### src/rtl/fir_pkg.sv
// fir_pkg: sample width and sample type shared by the FIR decimator blocks.
package fir_pkg;
   localparam int SAMPLE_W = 8;
   typedef logic signed [SAMPLE_W-1:0] sample_t;
endpackage

### src/rtl/decim_fifo.sv
// decim_fifo: first-word fall-through FIFO for decimated samples.
// Head reads as 0 while empty; a push into a full FIFO is taken only alongside a pop.
module decim_fifo
   import fir_pkg::*;
#(
   parameter int DEPTH = 4
) (
   input  logic                      clk,
   input  logic                      reset,
   input  logic                      clr,
   input  logic                      push,
   input  logic                      pop,
   input  sample_t                   din,
   output sample_t                   dout,
   output logic                      full,
   output logic                      empty,
   output logic [$clog2(DEPTH):0]    level
);
   localparam int AW = $clog2(DEPTH);
   sample_t mem [DEPTH];
   logic [AW-1:0] wr_ptr, rd_ptr;
   logic do_push, do_pop;
   assign empty   = level == '0;
   assign full    = level == (AW+1)'(DEPTH);
   assign do_pop  = pop & ~empty;
   assign do_push = push & (~full | do_pop);
   assign dout    = empty ? '0 : mem[rd_ptr];
   always_ff @(posedge clk or posedge reset) begin
      if (reset) begin
         wr_ptr <= '0;
         rd_ptr <= '0;
         level  <= '0;
      end else if (clr) begin
         wr_ptr <= '0;
         rd_ptr <= '0;
         level  <= '0;
      end else begin
         if (do_push) wr_ptr <= wr_ptr + 1'b1;
         if (do_pop) rd_ptr <= rd_ptr + 1'b1;
         level <= level + (AW+1)'(do_push) - (AW+1)'(do_pop);
      end
   end
   // Storage needs no reset: empty masks the head.
   always_ff @(posedge clk) begin
      if (do_push & ~clr) mem[wr_ptr] <= din;
   end
endmodule

### src/rtl/fir_decimator.sv
// fir_decimator: block-average decimator by 2^DECIM_LOG2 feeding an output FIFO.
// Define FIR_DECIM_ROUND_EN to round half up instead of truncating toward -inf.
module fir_decimator
   import fir_pkg::*;
#(
   parameter int DECIM_LOG2 = 2,
   parameter int FIFO_DEPTH = 4
) (
   input  logic                          clk,
   input  logic                          reset,
   input  logic [SAMPLE_W-1:0]           in_sample,
   input  logic                          in_valid,
   input  logic                          clr,
   output logic [SAMPLE_W-1:0]           out_data,
   output logic                          out_valid,
   input  logic                          out_ready,
   output logic                          ovf,
   output logic [$clog2(FIFO_DEPTH):0]   level
);
   localparam int ACC_W = SAMPLE_W + DECIM_LOG2;
   logic [DECIM_LOG2-1:0] phase;
   logic signed [ACC_W-1:0] acc, sum, rnd;
   logic accept, push, pop, full, empty;
   sample_t result, head;
   assign accept = in_valid & ~clr;
   assign push   = accept & (&phase);
   assign pop    = out_ready & ~clr;
   // Phase 0 loads rather than accumulates, so acc never needs clearing between blocks.
   assign sum    = (phase == '0 ? '0 : acc) + ACC_W'(sample_t'(in_sample));
`ifdef FIR_DECIM_ROUND_EN
   localparam int HALF = 1 << (DECIM_LOG2 - 1);
   assign rnd    = sum + ACC_W'(HALF);
`else
   assign rnd    = sum;
`endif
   assign result    = sample_t'(rnd >>> DECIM_LOG2);
   assign out_valid = ~empty;
   assign out_data  = head;
   always_ff @(posedge clk or posedge reset) begin
      if (reset) begin
         phase <= '0;
         acc   <= '0;
         ovf   <= 1'b0;
      end else if (clr) begin
         phase <= '0;
         acc   <= '0;
         ovf   <= 1'b0;
      end else begin
         if (accept) begin
            phase <= phase + 1'b1;
            acc   <= push ? '0 : sum;
         end
         if (push & full & ~(out_ready & ~empty)) ovf <= 1'b1;
      end
   end
   decim_fifo #(.DEPTH(FIFO_DEPTH)) u_fifo (
      .clk   (clk),
      .reset (reset),
      .clr   (clr),
      .push  (push),
      .pop   (pop),
      .din   (result),
      .dout  (head),
      .full  (full),
      .empty (empty),
      .level (level)
   );
endmodule

### config.mk
export PLATFORM = sky130hd
export DESIGN_NAME = fir_decimator
export DESIGN_NICKNAME = d
export VERILOG_FILES = /design/src/rtl/fir_pkg.sv /design/src/rtl/decim_fifo.sv /design/src/rtl/fir_decimator.sv
export SDC_FILE = /design/constraint.sdc
export NUM_CORES = 1
export LEC_CHECK = 0
export BUFFER_PORTS_ARGS = -buffer_cell sky130_fd_sc_hd__buf_4
export CORE_MARGIN = 2
export CORE_UTILIZATION = 47
export DETAILED_ROUTE_END_ITERATION = 8
export PLACE_DENSITY = 0.68
export SYNTH_ARGS = -nofsm -noshare
export SYNTH_HDL_FRONTEND = slang
export SYNTH_SLANG_ARGS = --single-unit
### constraint.sdc
create_clock -name clk -period 2.75 [get_ports clk]
set_clock_uncertainty 0.15 [all_clocks]
set_input_delay 0.1375 -clock clk [delete_from_list [all_inputs] [get_ports clk]]
set_output_delay 0.1375 -clock clk [all_outputs]
set_load 0.02 [all_outputs]
After elaboration in Yosys (flattened, before gate mapping)
Memories as Yosys holds them, arrays and structs flattened. Index checks and enable logic that the tools add are counted.

Register bits: 20. Bits in writable memories: 32. Input bits: 13. Output and inout port bits: 13. Word-level logic and storage cells: 51. Memories: 1.

Add/subtract/negate cells: 6. Equality and inequality tests: 1. Muxes and demuxes: 16. Bitwise logic cells: 14. Reduce and logical (&&, ||, !) cells: 7.

Memories: u_fifo.mem (words 4, bits a word 8, read ports 1, clocked after memory_dff 0, wr ports 1, line decim_fifo.sv:20) `sample_t mem [DEPTH];`.

Operator list (count): 2-to-1 mux 10 bit (4); 2-to-1 mux 2 bit (6); adder 10 bit (1); AND 1 bit (9); 2-to-1 mux 8 bit (1); nonzero test 2 bit (4); adder 2 x 1 -> 2 bit (second input constant) (3); 2-to-1 mux 1 bit (4); NOT 1 bit (4); adder 3 x 1 -> 3 bit (1); == test 3 bit (second input constant) (1); zero test 3 bit (1); 2-to-1 mux 3 bit (1); subtractor 3 x 1 -> 3 bit (1); zero test 2 bit (1); AND reduction 2 bit (1); bitwise OR 1 bit (1).

Logic depth before layout (Yosys ltp)
Gate-level depths: netlist of run 1.

Depth in word-level cells: 8. Depth in mapped cells: 12. Mapped depth without buffers: 11.

Modules after synthesis
Synthesis of run 1 repeated with hierarchy kept, for this count alone.

Cell total of the unflattened synthesis: 214. Area, all modules: 2712.6 µm².

By module, submodules not included: decim_fifo (times used 1, cells each 99, area an instance 1671.6 µm², sequential area each 1136.1 µm²); fir_decimator (times used 1, cells each 115, area an instance 1041.0 µm², sequential area each 325.3 µm²).

Worst setup path after synthesis of run 1
OpenSTA, ideal clock, no wires.

Path kind: reg-to-reg. From: register u_fifo.level[2]. To: register u_fifo.level[2]. Data arrival time: 2.480 ns. Slack: -0.012 ns. Stages on the path, launching flop included: 13. Path buffers: 1. Cell sequence: dfrtp_1 -> or3_1 -> clkbuf_1 -> nand2_1 -> nor2_1 -> ha_1 -> inv_1 -> ha_1 -> inv_1 -> fa_1 -> xor2_1 -> xnor2_1 -> nor2_1.

Cells in the longest elaborated chain, start to end: 8.

Ends and longest elaborated chain: start, declared (line decim_fifo.sv:17) `output logic [$clog2(DEPTH):0] level`; start signal, assigned (line decim_fifo.sv:40) `level <= level + (AW+1)'(do_push) - (AW+1)'(do_pop);`; zero test 3 bit (*) (line decim_fifo.sv:23) `assign empty = level == '0;`; NOT 1 bit (*); named net out_valid (line fir_decimator.sv:15) `output logic out_valid,`; AND 1 bit (*) (line decim_fifo.sv:25) `assign do_pop = pop & ~empty;`; bitwise OR 1 bit (line decim_fifo.sv:26) `assign do_push = push & (~full | do_pop);`; AND 1 bit (line decim_fifo.sv:26); adder 3 x 1 -> 3 bit (line decim_fifo.sv:40); subtractor 3 x 1 -> 3 bit (*) (line decim_fifo.sv:40); 2-to-1 mux 3 bit (*) (line decim_fifo.sv:33) `end else if (clr) begin`.

The timed path passes the listed nets; every way through them passes the cells marked *. A chain may end at the register's enable or synchronous reset.

Worst setup path in the final report of run 1
From: register phase[1]. To: memory u_fifo.mem[0][4] (netlist name) (data pin).

Cells in the longest elaborated chain, start to end: 3.

Ends and longest elaborated chain: start, declared (line fir_decimator.sv:21) `logic [DECIM_LOG2-1:0] phase;`; start signal, assigned (line fir_decimator.sv:50) `phase <= phase + 1'b1;`; zero test 2 bit (line fir_decimator.sv:29) `assign sum = (phase == '0 ? '0 : acc) + ACC_W'(sample_t'(in_sample));`; 2-to-1 mux 10 bit (line fir_decimator.sv:29); adder 10 bit (line fir_decimator.sv:29); named net rnd[6] (line fir_decimator.sv:22) `logic signed [ACC_W-1:0] acc, sum, rnd;`; end, declared (line decim_fifo.sv:20).

The timed path passes the listed nets, and every way through them passes these cells.

==> metrics.md, run 1 <==
| Metric | Value |
|---|---|
| Status | finished clean |
| RD Place Congestion | about 0.80 |
| Maximum number of pins on one net before global-route repair | 21 |
| Layout Utilization | approximately 57% |
| Fin crit period | about 2700 ps |
| Slew Limit Fails | 0 |
| Initial antenna violation count | 0 |
| CP Capture Type | flop |
| Peak supply drop | 0.3915 mV |
| Critical Path Source | phase[1] |
| R2R Setup Slk | around 79 ps |
| CTS root buf | clkbuf_8 |
| DR iter-0 viols | 59 |
| Syn avg cell area | approximately 13 µm² |
| Slowest stage delay, CP | about 400 ps |
| DR WL/cell | roughly 15 µm |
| Yosys warnings | 0 |
| Max-Cap Viols | 0 |
| Clk pwr share | 29.4% |
| Post-route setup slack | just under 80 ps |
| H-tree Lvls | 2 |
| DR vias | between 1500 and 2000 |
| Chip Width | a little under 80 µm |
| Fin Hold WS | around 5.2 ps |
| Critical path class | reg2reg |
| HPWL after DPL | roughly 3300 µm |
| Synth Net Count | 242 |
| # port buffers | 25 |
| GRT Overall Usage | between 15 and 20% |
| Reg2reg start | phase[1] |
| Num CTS Buffers | 5 |
| Seq/Total Area, Yosys | a little over half |
| Combinational cell fraction of total power | about a quarter |
| Wirelength, routed | between 4000 and 5000 µm |
| CP max FO | 4 |
| Sequential Power Share | 45.1% |
| Most used flip-flop cell after synthesis | edfxtp_1 |
| Int Pwr | approximately 1.5 mW |
| Post-synth EDFFs | 32 |
| Worst setup SP type | flop |
| Clock transition at the registers of the reported paths | around 90 ps |
| Crit-path cells | inv_1, ha_2, nor2b_1, ha_2, inv_2, fa_2, nor2b_4, o31a_1, o21a_1, or3_1, and2_2 |
| Req. time, crit path | between 2000 and 3000 ps |
| Ant. Diodes | 0 |
| Switch Pwr | between 0.5 and 0.6 mW |
| Fillers | 469 |
| Die span in y | slightly below 80 µm |
| Critical path arrival | roughly 2600 ps |
| # rows | 27 |
| Post-Syn Area | around 0.0027 mm² |
| Vias/cell | 5.198 |
| Clock Path Buffers | 2 |
| Die ar. | between 0.006 and 0.007 mm² |
| Maximum clock frequency | about 370 MHz |
| Share of cells above drive strength 1 | 21.95% |
| Worst-Margin Slew | 811.7 ps |
| PwrDens | around 650 mW/mm² |
| Net Sw Frac | between 20% and 30% |
| P_leak | 1.301 nW |
| Final count of negative-setup-slack endpoints | 0 |
| Top cell by count, worst path | ha_2 |
| Flops & latches, synth | 52 |
| TritonRoute pass-1 iters | 5 |
| Starting Density | between 40% and 50% |
| Area growth, synth to finish | 17.79% |
| CORE AREA | about 0.0055 mm² |
| Vias in the first global route | between 1500 and 2000 |
| Syn Inst Count | 210 |
| First-pass GRT wire length | 7348 µm |
| Slew HR | a little under half |
| WP buf/inv | 2 |
| Critical path's top delay family | simple AND/OR/NAND/NOR gates |
| Async SR Flop Fraction | approximately 38% |
| Period utilisation layout | 97.11% |
| Worst hold path class | in2reg |
| Drt drc | 0 |
| # nets final | approximately 280 |
| Total grt overflow | 0 |
| Clock latency on the worst-skew pair | 300 ps |
| Yosys cell types | 34 |
| Antenna Violating Nets Remaining | 0 |
| Final Hold Viols | 0 |
| CTS tree | done |
| Clk sinks | between 50 and 60 |
| Critical path's slowest cell | dfrtp_1 |
| Pre-CTS setup slack | between 10 and 15 ps |
| Hold wc startpoint | in_valid |
| I/O pin count | 26 |
[worst paths after layout]
check / end / depth (start not counted)
worst max-delay path: u_fifo.mem[0][4] / 11
worst min-delay path: phase[0] / 3
worst max register to register: u_fifo.mem[0][4] / 11
worst min register to register: acc[6] / 1
max in group asynchronous: acc[7] / 3
min in group asynchronous: phase[1] / 3
[power groups by stage]
stage | Sequential, mW | Combinational [mW] | Clock (mW)
after global routing | 0.933 | 0.572 | 0.640
final | 0.924 | 0.524 | 0.602
after global placement | 0.943 | 0.512 | 0
after floorplan | 0.923 | 0.357 | 0
after detailed placement | 0.944 | 0.517 | 0
after CTS | 0.927 | 0.521 | 0.611
[what timing repair did]
item,in CTS,in global routing
endpoints found under the hold margin,30,0
setup buffers,0,3
setup endpoints to repair,4,17
cloned,0,0
hold buffers,2,0
pin swaps,0,3
resized for setup,1,4
[worst reg2reg max path: cells and delay by family (launching register included)]
kind | cells | cell delay [ps]
AND/OR/NAND/NOR | 4 | 650
flip-flops | 1 | 400
AO/OA/AOI/OAI | 2 | 460
adder cells (fa/ha/maj) | 3 | 630
buffers and inverters | 2 | 140
[per-layer routing]
layer	up-vias	track usage, %	wire length, µm
met5	-	0	0
li1	817	-	-
met2	24	25.85	2300
met1	808	21.03	2265
met3	4	2.727	98
met4	0	4.655	42
[per-stage QoR]
stage | instance area, µm² | power (mW) | setup TNS [ps] | std cells
2_1_floorplan | 2660 | 1.280 | 0 | 210
3_3_place_gp | 2942 | 1.454 | 0 | 305
3_5_place_dp | 2942 | 1.461 | 0 | 305
4_1_cts | 3097 | 2.059 | 0 | 315
5_1_grt | 3132 | 2.145 | -163.5 | 318
6_report | 3132 | 2.050 | 0 | 318
[cells in the final DEF (no fill, tap or decap), types with 2 or more instances in the layout]
cell,count
dlygate4sd3_1,2
a21oi_1,5
edfxtp_1,32
nand2b_1,2
ha_1,15
xor2_1,3
ha_2,2
clkbuf_8,5
a211oi_1,3
nor3_1,2
o21a_1,2
and2_1,14
nand2_1,11
xnor2_1,8
buf_4,32
or3_1,2
o21ai_0,9
dfrtp_1,20
nor2_1,20
nor2b_1,10
a31oi_1,2
mux4_2,8
inv_1,11
bufinv_16,2
mux2i_1,3
a22o_1,7
[cells in the mapped netlist (all sizes together) (2+ instances only)]
cell type / n / area [µm²]
xnor2: 9 / 78.83
mux2i: 3 / 30.03
nand2: 11 / 41.29
inv: 12 / 45.04
nand2b: 2 / 12.51
fa: 2 / 40.04
a211oi: 3 / 22.52
o21ai: 9 / 45.04
nor3: 2 / 10.01
o21a: 2 / 15.01
clkbuf: 3 / 11.26
a22o: 7 / 61.31
ha: 17 / 212.7
a31oi: 2 / 12.51
nor2b: 11 / 76.32
dfrtp: 20 / 500.5
xor2: 3 / 26.28
or3: 2 / 12.51
and2: 15 / 95.09
edfxtp: 32 / 960.9
nor2: 20 / 75.07
buf: 3 / 13.76
mux4: 8 / 180.2
a21oi: 5 / 25.02
[cell families (layout without fill, tap and decap cells)]
group           Yosys count  in the layout  synth area share, %
mux                      11             11                7.906
buf+inv                  18             54                2.635
xor+xnor                 12             12                3.953
fa+ha+maj                19             19                9.506
simple gates             65             65                12.66
flops                    52             52                54.96
compound gates           33             33                8.376
[cell type report]
cell class / instances / area [µm²] / area share (%)
Sequential cell: 52 / 1461 / 46.66
Multi-Input combinational cell: 140 / 1142 / 36.48
Timing Repair Buffer: 34 / 260.3 / 8.310
Tap cell: 72 / 90.09 / 2.877
Clock buffer: 6 / 72.57 / 2.317
Clock inverter: 2 / 60.06 / 1.918
Inverter: 12 / 45.04 / 1.438
[registers in the layout, summed over array words and instances, names as in the netlist]
name	cells
acc	10
u_fifo.mem	32
u_fifo.rd_ptr	2
u_fifo.wr_ptr	2
phase	2
ovf	1
u_fifo.level	3
(Power assumes the default switching activity.)
==> inputs of run 2 (changes only) <==
- CELL_PAD_IN_SITES_DETAIL_PLACEMENT: unset -> 0
- CELL_PAD_IN_SITES_GLOBAL_PLACEMENT: unset -> 2
- CORE_UTILIZATION: 47 -> 36
- PLACE_DENSITY: 0.68 -> unset
- PLACE_DENSITY_LB_ADDON: unset -> 0.1
==> metrics.md, run 2 (synthesis results as in run 1) <==
| Metric | Value |
|---|---|
| Starting Density | 36.85% (was 48.58%) |
| Combinational cell fraction of total power | 28.7% (was 25.5%) |
| PwrDens | 593.6 mW/mm² (was 654.7 mW/mm²) |
| R2R Setup Slk | 120 ps (was 80 ps) |
| Fin crit period | 2630 ps (was 2671 ps) |
| Share of cells above drive strength 1 | 22.89% (was 21.95%) |
| Critical path arrival | 2520 ps (was 2570 ps) |
| Req. time, crit path | 2640 ps (was 2650 ps) |
| Max-Cap Viols | 0 (unchanged) |
| RD Place Congestion | 0.7989 (was 0.8018) |
| Clock transition at the registers of the reported paths | 90 ps (about the same) |
| Chip Width | 89.94 µm (was 79.22 µm) |
| Worst setup SP type | flop (unchanged) |
| Maximum clock frequency | 380.2 MHz (was 374.4 MHz) |
| HPWL after DPL | 3794 µm (was 3345 µm) |
| Most frequent cells in the layout | 33 x buf_4, 32 x edfxtp_1, 20 x nor2_1, 20 x dfrtp_1, 16 x ha_1 (was 32 x buf_4, 32 x edfxtp_1, 20 x nor2_1, 20 x dfrtp_1, 15 x ha_1) |
| Crit-path cells | inv_1, ha_4, nor2b_1, ha_1, inv_2, fa_2, nor2b_4, o31a_1, o21a_1, or3_1, and2_2 (was inv_1, ha_2, nor2b_1, ha_2, inv_2, fa_2, nor2b_4, o31a_1, o21a_1, or3_1, and2_2) |
| Worst hold path class | in2reg (unchanged) |
| Wirelength, routed | 5091 µm (was 4707 µm) |
| CP max FO | 4 (unchanged) |
| Net Sw Frac | 29.73% (was 26.89%) |
| Clock Path Buffers | 2 (unchanged) |
| Hold EP | acc[0] (was phase[0]) |
| Largest register by flop count | u_fifo.mem (unchanged) |
| Total grt overflow | 0 (unchanged) |
| CP Capture Type | flop (unchanged) |
| CORE AREA | 0.007214 mm² (was 0.005473 mm²) |
| Area growth, synth to finish | 19.01% (was 17.79%) |
| DR WL/cell | 14.63 µm (was 14.80 µm) |
| Clk pwr share | 22.0% (was 29.4%) |
| TritonRoute pass-1 iters | 4 (was 5) |
| Final non-filler cell total | 348 (was 318) |
| I/O pin count | 26 (unchanged) |
| Final count of negative-setup-slack endpoints | 0 (unchanged) |
| Initial antenna violation count | 0 (unchanged) |
| Worst-Margin Slew | 813.1 ps (was 811.7 ps) |
| Peak supply drop | 0.1898 mV (was 0.3915 mV) |
| Vias in the first global route | 1811 (was 1528) |
| WP buf/inv | 2 (unchanged) |
| Vias/cell | 4.773 (was 5.198) |
| FF-to-FF path depth | 11 (unchanged) |
| Largest registers | u_fifo.mem (32), acc (10), u_fifo.level (3) (unchanged) |
| Final Hold Viols | 0 (unchanged) |
| Int Pwr | 1.320 mW (was 1.499 mW) |
| Reg2reg start | phase[0] (was phase[1]) |
| Layout Utilization | 43.86% (was 57.22%) |
| Commonest non-fill, non-tap cell in the layout | buf_4 |
| Max reg flops | 32 (unchanged) |
| CTS tree | done (unchanged) |
| Sequential Power Share | 49.2% (was 45.1%) |
| Hold path depth | 3 (unchanged) |
| Critical path's top delay family | simple AND/OR/NAND/NOR gates (unchanged) |
| Slew Limit Fails | 0 (unchanged) |
| H-tree Lvls | 2 (unchanged) |
| Hold wc startpoint | in_sample[0] (was in_valid) |
| First-pass GRT wire length | 8797 µm (was 7348 µm) |
| Slowest stage delay, CP | 390 ps (was 400 ps) |
| DR vias | 1661 (was 1653) |
| P_leak | 1.299 nW (was 1.301 nW) |
| Maximum number of pins on one net before global-route repair | 21 (unchanged) |
| Fillers | 699 (was 469) |
| Switch Pwr | 0.5585 mW (was 0.5513 mW) |
| # rows | 31 (was 27) |
| Crit path depth | 11 (unchanged) |
| # port buffers | 25 (unchanged) |
| Drt drc | 0 (unchanged) |
| Total power | 1.878 mW (was 2.050 mW) |
| Status | finished clean (unchanged) |
| Critical path class | reg2reg (unchanged) |
| Antenna Violating Nets Remaining | 0 (unchanged) |
| Num CTS Buffers | 5 (unchanged) |
| # nets final | 280 (was 277) |
| Period utilisation layout | 95.64% (was 97.11%) |
| Finished layout cell area | 0.003164 mm² (was 0.003132 mm²) |
| Die span in y | 89.94 µm (was 79.22 µm) |
| Ant. Diodes | 0 (unchanged) |
| Pre-CTS setup slack | 40.09 ps (was 12.32 ps) |
| Die ar. | 0.008089 mm² (was 0.006275 mm²) |
| GRT Overall Usage | 13.62% (was 15.56%) |
| Clock latency on the worst-skew pair | 300 ps (about the same) |
| CTS root buf | clkbuf_8 (unchanged) |
| Dpl cells | 333 (was 305) |
| Post-route setup slack | 120.0 ps (was 79.38 ps) |
| Critical path's slowest cell | dfrtp_1 (unchanged) |
| Slew HR | 45.74% (was 45.82%) |
| Placed cell area | 0.002983 mm² (was 0.002942 mm²) |
| RR Endpoint | u_fifo.mem[3][4] (was u_fifo.mem[0][4]) |
| Clk sinks | 52 (unchanged) |
| DR iter-0 viols | 70 (was 59) |
## run 2: how the worst max path moves through the flow
stage | start | endpoint | slack, ps
floorplan | u_fifo.level[2] | u_fifo.level[2] | 50
global placement | phase[0] | u_fifo.mem[0][4] | 50
detailed placement | phase[0] | u_fifo.mem[3][4] | 40
CTS | phase[0] | u_fifo.mem[3][4] | 20
global route | phase[0] | u_fifo.mem[3][4] | -9
finish | phase[0] | u_fifo.mem[3][4] | 120
## run 2: layer usage
metal  global-route usage, %  vias to the layer above  part of all wire (%)
li1                        -                      824                     -
met1                   17.86                      808                    48
met2                   23.04                       25                    49
met3                   1.928                        4                   2.0
met4                   5.256                        0                   1.2
met5                       0                        -                     0
## run 2: worst min-delay path, delay by kind of cell
family / cells / cell delay [ps]
adders and majority gates: 1 / 120
AOI/OAI and AO/OA: 1 / 120
buffers and inverters: 1 / 80
## run 2: final cells by class
class | count | area, µm² | share of cell area (%)
well taps | 99 | 123.9 | 3.915
multi-input cells | 140 | 1161 | 36.69
flip-flops and latches | 52 | 1461 | 46.18
clock buffers | 6 | 72.57 | 2.293
inverters | 12 | 45.04 | 1.423
clock inverters | 2 | 11.26 | 0.3559
repair buffers | 37 | 289.0 | 9.134
## run 2: repair_timing
action,in CTS,in global routing
endpoints found under the setup margin,0,17
gates resized for setup,0,9
hold endpoints to repair,30,0
hold buffers,3,0
setup buffers,0,4
## run 2: power groups by stage
stage,sequential [mW],combinational [mW],clock (mW)
detailed placement,0.945,0.527,0
global placement,0.944,0.520,0
floorplan,0.923,0.357,0
CTS,0.929,0.532,0.430
finish,0.925,0.540,0.414
global route,0.936,0.598,0.458
## run 2: stage by stage
step,hold slack (ps),TNS [ps]
after floorplan,-48.67,0
after global placement,191.7,0
after detailed placement,204.7,0
after CTS,42.66,0
after global routing,46.00,-33.36
final,45.22,0
==> inputs of run 3 (changes only) <==
- ABC_AREA: unset -> 1
- CORE_UTILIZATION: 36 -> 33
==> metrics.md, run 3 <==
| Metric | Value |
|---|---|
| Status | finished clean (unchanged) |
| CP max FO | 11 (was 4) |
| GRT Overall Usage | 13.84% (was 13.62%) |
| # port buffers | 25 (unchanged) |
| Synth top area share | 33.64% (was 36.14%) |
| Yosys warnings | 0 (unchanged) |
| Post-Syn Area | 0.002856 mm² (was 0.002659 mm²) |
| Final non-filler cell total | 457 (was 348) |
| Largest registers | u_fifo.mem (32), acc (10), u_fifo.level (3) (unchanged) |
| Slowest stage delay, CP | 410 ps (was 390 ps) |
| Final Hold Viols | 0 (unchanged) |
| FF-to-FF path depth | 11 (unchanged) |
| Reg2reg start | phase[0] (unchanged) |
| RSZ-0062 raised after global routing | no |
| Clock Path Buffers | 2 (unchanged) |
| Hold wc startpoint | in_sample[0] (unchanged) |
| Ranking of synthesized cells by area | edfxtp_1 34%, dfrtp_1 18%, nor2_1 7.5% (was edfxtp_1 36%, dfrtp_1 19%, ha_1 8.0%) |
| Critical path arrival | 2410 ps (was 2520 ps) |
| Die ar. | 0.009416 mm² (was 0.008089 mm²) |
| Reg area | 0.001461 mm² (unchanged) |
| Critical path's slowest cell | fa_1 (was dfrtp_1) |
| Top cell by count, worst path | nand2_1 |
| Req. time, crit path | 2640 ps (about the same) |
| Chip Width | 97.04 µm (was 89.94 µm) |
| Clock latency on the worst-skew pair | 300 ps (about the same) |
| Initial antenna violation count | 0 (unchanged) |
| # rows | 33 (was 31) |
| Most numerous cell in the Yosys netlist | nor2_1 (was edfxtp_1) |
| Wirelength, routed | 6062 µm (was 5091 µm) |
| Crit-path cells | inv_1, ha_2, nor2_1, ha_1, inv_1, fa_1, o21ai_2, nand2_1, nand2_1, nand2_1, and2_1 (was inv_1, ha_4, nor2b_1, ha_1, inv_2, fa_2, nor2b_4, o31a_1, o21a_1, or3_1, and2_2) |
| I/O pin count | 26 (unchanged) |
| RD Place Congestion | 0.7283 (was 0.7989) |
| Most used flip-flop cell after synthesis | edfxtp_1 (unchanged) |
| Drt drc | 0 (unchanged) |
| Peak supply drop | 0.2027 mV (was 0.1898 mV) |
| CP Capture Type | flop (unchanged) |
| PwrDens | 640.1 mW/mm² (was 593.6 mW/mm²) |
| Async SR Flop Fraction | 38.46% (unchanged) |
| Leading area contributor after synthesis | edfxtp_1 (unchanged) |
| Vias/cell | 4.387 (was 4.773) |
| XOR/XNOR share of the synthesized area | 0.9198% (was 3.953%) |
| Syn Inst Count | 315 (was 210) |
| First-pass GRT wire length | 10300 µm (was 8797 µm) |
| R2R Setup Slk | 230 ps (was 120 ps) |
| Clock transition at the registers of the reported paths | 90 ps (about the same) |
| CTS tree | done (unchanged) |
| Worst setup SP type | flop (unchanged) |
| Mux contribution to synthesized area | 0% (was 7.906%) |
| Post-route setup TNS | 0 ps (unchanged) |
| Slew Limit Fails | 0 (unchanged) |
| Die span in y | 97.04 µm (was 89.94 µm) |
| RR Endpoint | u_fifo.mem[0][4] (was u_fifo.mem[3][4]) |
| Max reg flops | 32 (unchanged) |
| Post-synthesis adder-cell area fraction | 8.848% (was 9.506%) |
| Slew HR | 42.58% (was 45.74%) |
| Area growth, synth to finish | 16.78% (was 19.01%) |
| Fin crit period | 2516 ps (was 2630 ps) |
| Simple logic cell fraction of the synthesized area | 23.22% (was 12.66%) |
| Maximum clock frequency | 397.5 MHz (was 380.2 MHz) |
| DR iter-0 viols | 69 (was 70) |
| Compound-Gate Fraction of Synth Area | 8.279% (was 8.376%) |
| Vias in the first global route | 2031 (was 1811) |
| Share of cells above drive strength 1 | 17.33% (was 22.89%) |
| Largest register by flop count | u_fifo.mem (unchanged) |
| DR vias | 2005 (was 1661) |
| Worst hold path class | in2reg (unchanged) |
| Flops & latches, synth | 52 (unchanged) |
| Syn avg cell area | 9.068 µm² (was 12.66 µm²) |
| Final count of negative-setup-slack endpoints | 0 (unchanged) |
| CTS root buf | clkbuf_8 (unchanged) |
| Ant. Diodes | 0 (unchanged) |
| Dpl cells | 446 (was 333) |
| Most frequent cells in the layout | 57 x nor2_1, 51 x nand2_1, 41 x inv_1 (was 33 x buf_4, 32 x edfxtp_1, 20 x nor2_1, 20 x dfrtp_1, 16 x ha_1) |
| Max-Cap Viols | 0 (unchanged) |
| Post-synth EDFFs | 32 (unchanged) |
| Num CTS Buffers | 5 (unchanged) |
| Fillers | 827 (was 699) |
| DR WL/cell | 13.26 µm (was 14.63 µm) |
| Layout Utilization | 40.19% (was 43.86%) |
| Total grt overflow | 0 (unchanged) |
| Commonest non-fill, non-tap cell in the layout | nor2_1 (was buf_4) |
| Largest family of logic cells by synthesized area | simple AND/OR/NAND/NOR gates (unchanged) |
| HPWL after DPL | 4618 µm (was 3794 µm) |
| Worst-Margin Slew | 860.4 ps (was 813.1 ps) |
| Post-CTS Setup Repair Bufs | 0 (unchanged) |
| Synth Net Count | 347 (was 242) |
| Top cells by count, synth | 57 x nor2_1, 51 x nand2_1, 41 x inv_1 (was 32 x edfxtp_1, 20 x dfrtp_1, 20 x nor2_1) |
| # nets final | 383 (was 280) |
| Hold path depth | 4 (was 3) |
| Antenna Violating Nets Remaining | 0 (unchanged) |
| P_leak | 1.523 nW (was 1.299 nW) |
| Clk sinks | 52 (unchanged) |
| Maximum number of pins on one net before global-route repair | 21 (unchanged) |
| Starting Density | 34.42% (was 36.85%) |
| Area occupied by multi-input gates | 0.001181 mm² (was 0.001161 mm²) |
| Critical path class | reg2reg (unchanged) |
| CORE AREA | 0.008299 mm² (was 0.007214 mm²) |
| Period utilisation layout | 91.49% (was 95.64%) |
| Yosys cell types | 33 (was 34) |
| Seq/Total Area, Yosys | 51.16% (was 54.96%) |
| TritonRoute pass-1 iters | 4 (unchanged) |
| Hold EP | acc[0] (unchanged) |
| H-tree Lvls | 2 (unchanged) |
[run 3: final cells by class]
type | instances | area share (%)
sequential | 52 | 43.81
multi-input combinational | 208 | 35.41
timing repair buffer | 34 | 7.877
inverter | 50 | 5.626
tap | 105 | 3.938
clock buffer | 5 | 2.063
clock inverter | 3 | 1.275
[run 3: cell families after synthesis]
family	after synthesis
xor+xnor	3
simple gates	142
compound gates	44
flops	52
fa+ha+maj	19
buf+inv	55
[run 3: timing repair]
| action | 4_1_cts | 5_1_grt |
|---|---|---|
| hold endpoints to repair | 27 | 0 |
| setup endpoints to repair | 0 | 29 |
| resized for setup | 0 | 1 |
| hold buffers | 3 | 0 |
[run 3: worst max path at each step]
stage / endpoint / slack, ps / depth (start not counted) / from
floorplan: u_fifo.mem[0][6] / 350 / 12 / phase[0]
global placement: u_fifo.mem[0][6] / 80 / 11 / phase[0]
detailed placement: u_fifo.mem[1][6] / 70 / 11 / phase[0]
CTS: u_fifo.mem[3][6] / 60 / 11 / phase[0]
global route: u_fifo.mem[1][6] / 9 / 11 / phase[0]
finish: u_fifo.mem[0][4] / 230 / 11 / phase[0]
[run 3: metal layers]
layer	wire (µm)	vias up	part of all wire [%]	global-route usage, %
li1	-	1080	-	-
met1	2981	900	49	18.19
met2	2908	21	48	23.93
met3	106	4	1.7	1.806
met4	66	0	1.1	3.900
met5	0	-	0	0
[run 3: power breakdown]
part | switching (mW) | internal (mW) | leakage [nW]
sequential | 0.0429 | 0.876 | 0.558
combinational | 0.434 | 0.265 | 0.909
clock | 0.247 | 0.270 | 0.0558
[run 3: through the flow]
stage / cell area, µm² / hold WS (ps) / setup slack (ps) / power (mW)
5_1_grt: 3336 / 62.99 / 8.636 / 2.277
3_5_place_dp: 3192 / 228.7 / 69.08 / 1.646
4_1_cts: 3333 / 36.67 / 60.74 / 2.174
6_report: 3336 / 41.50 / 234.0 / 2.135
3_3_place_gp: 3192 / 226.3 / 84.53 / 1.649
2_1_floorplan: 2856 / -48.67 / 351.3 / 1.400
[run 3: critical path: cells and delay by family (launching register included)]
kind | cells | cell delay, ps
simple gates | 5 | 540
compound gates | 1 | 220
fa+ha+maj | 3 | 860
buf+inv | 2 | 140
flops | 1 | 350
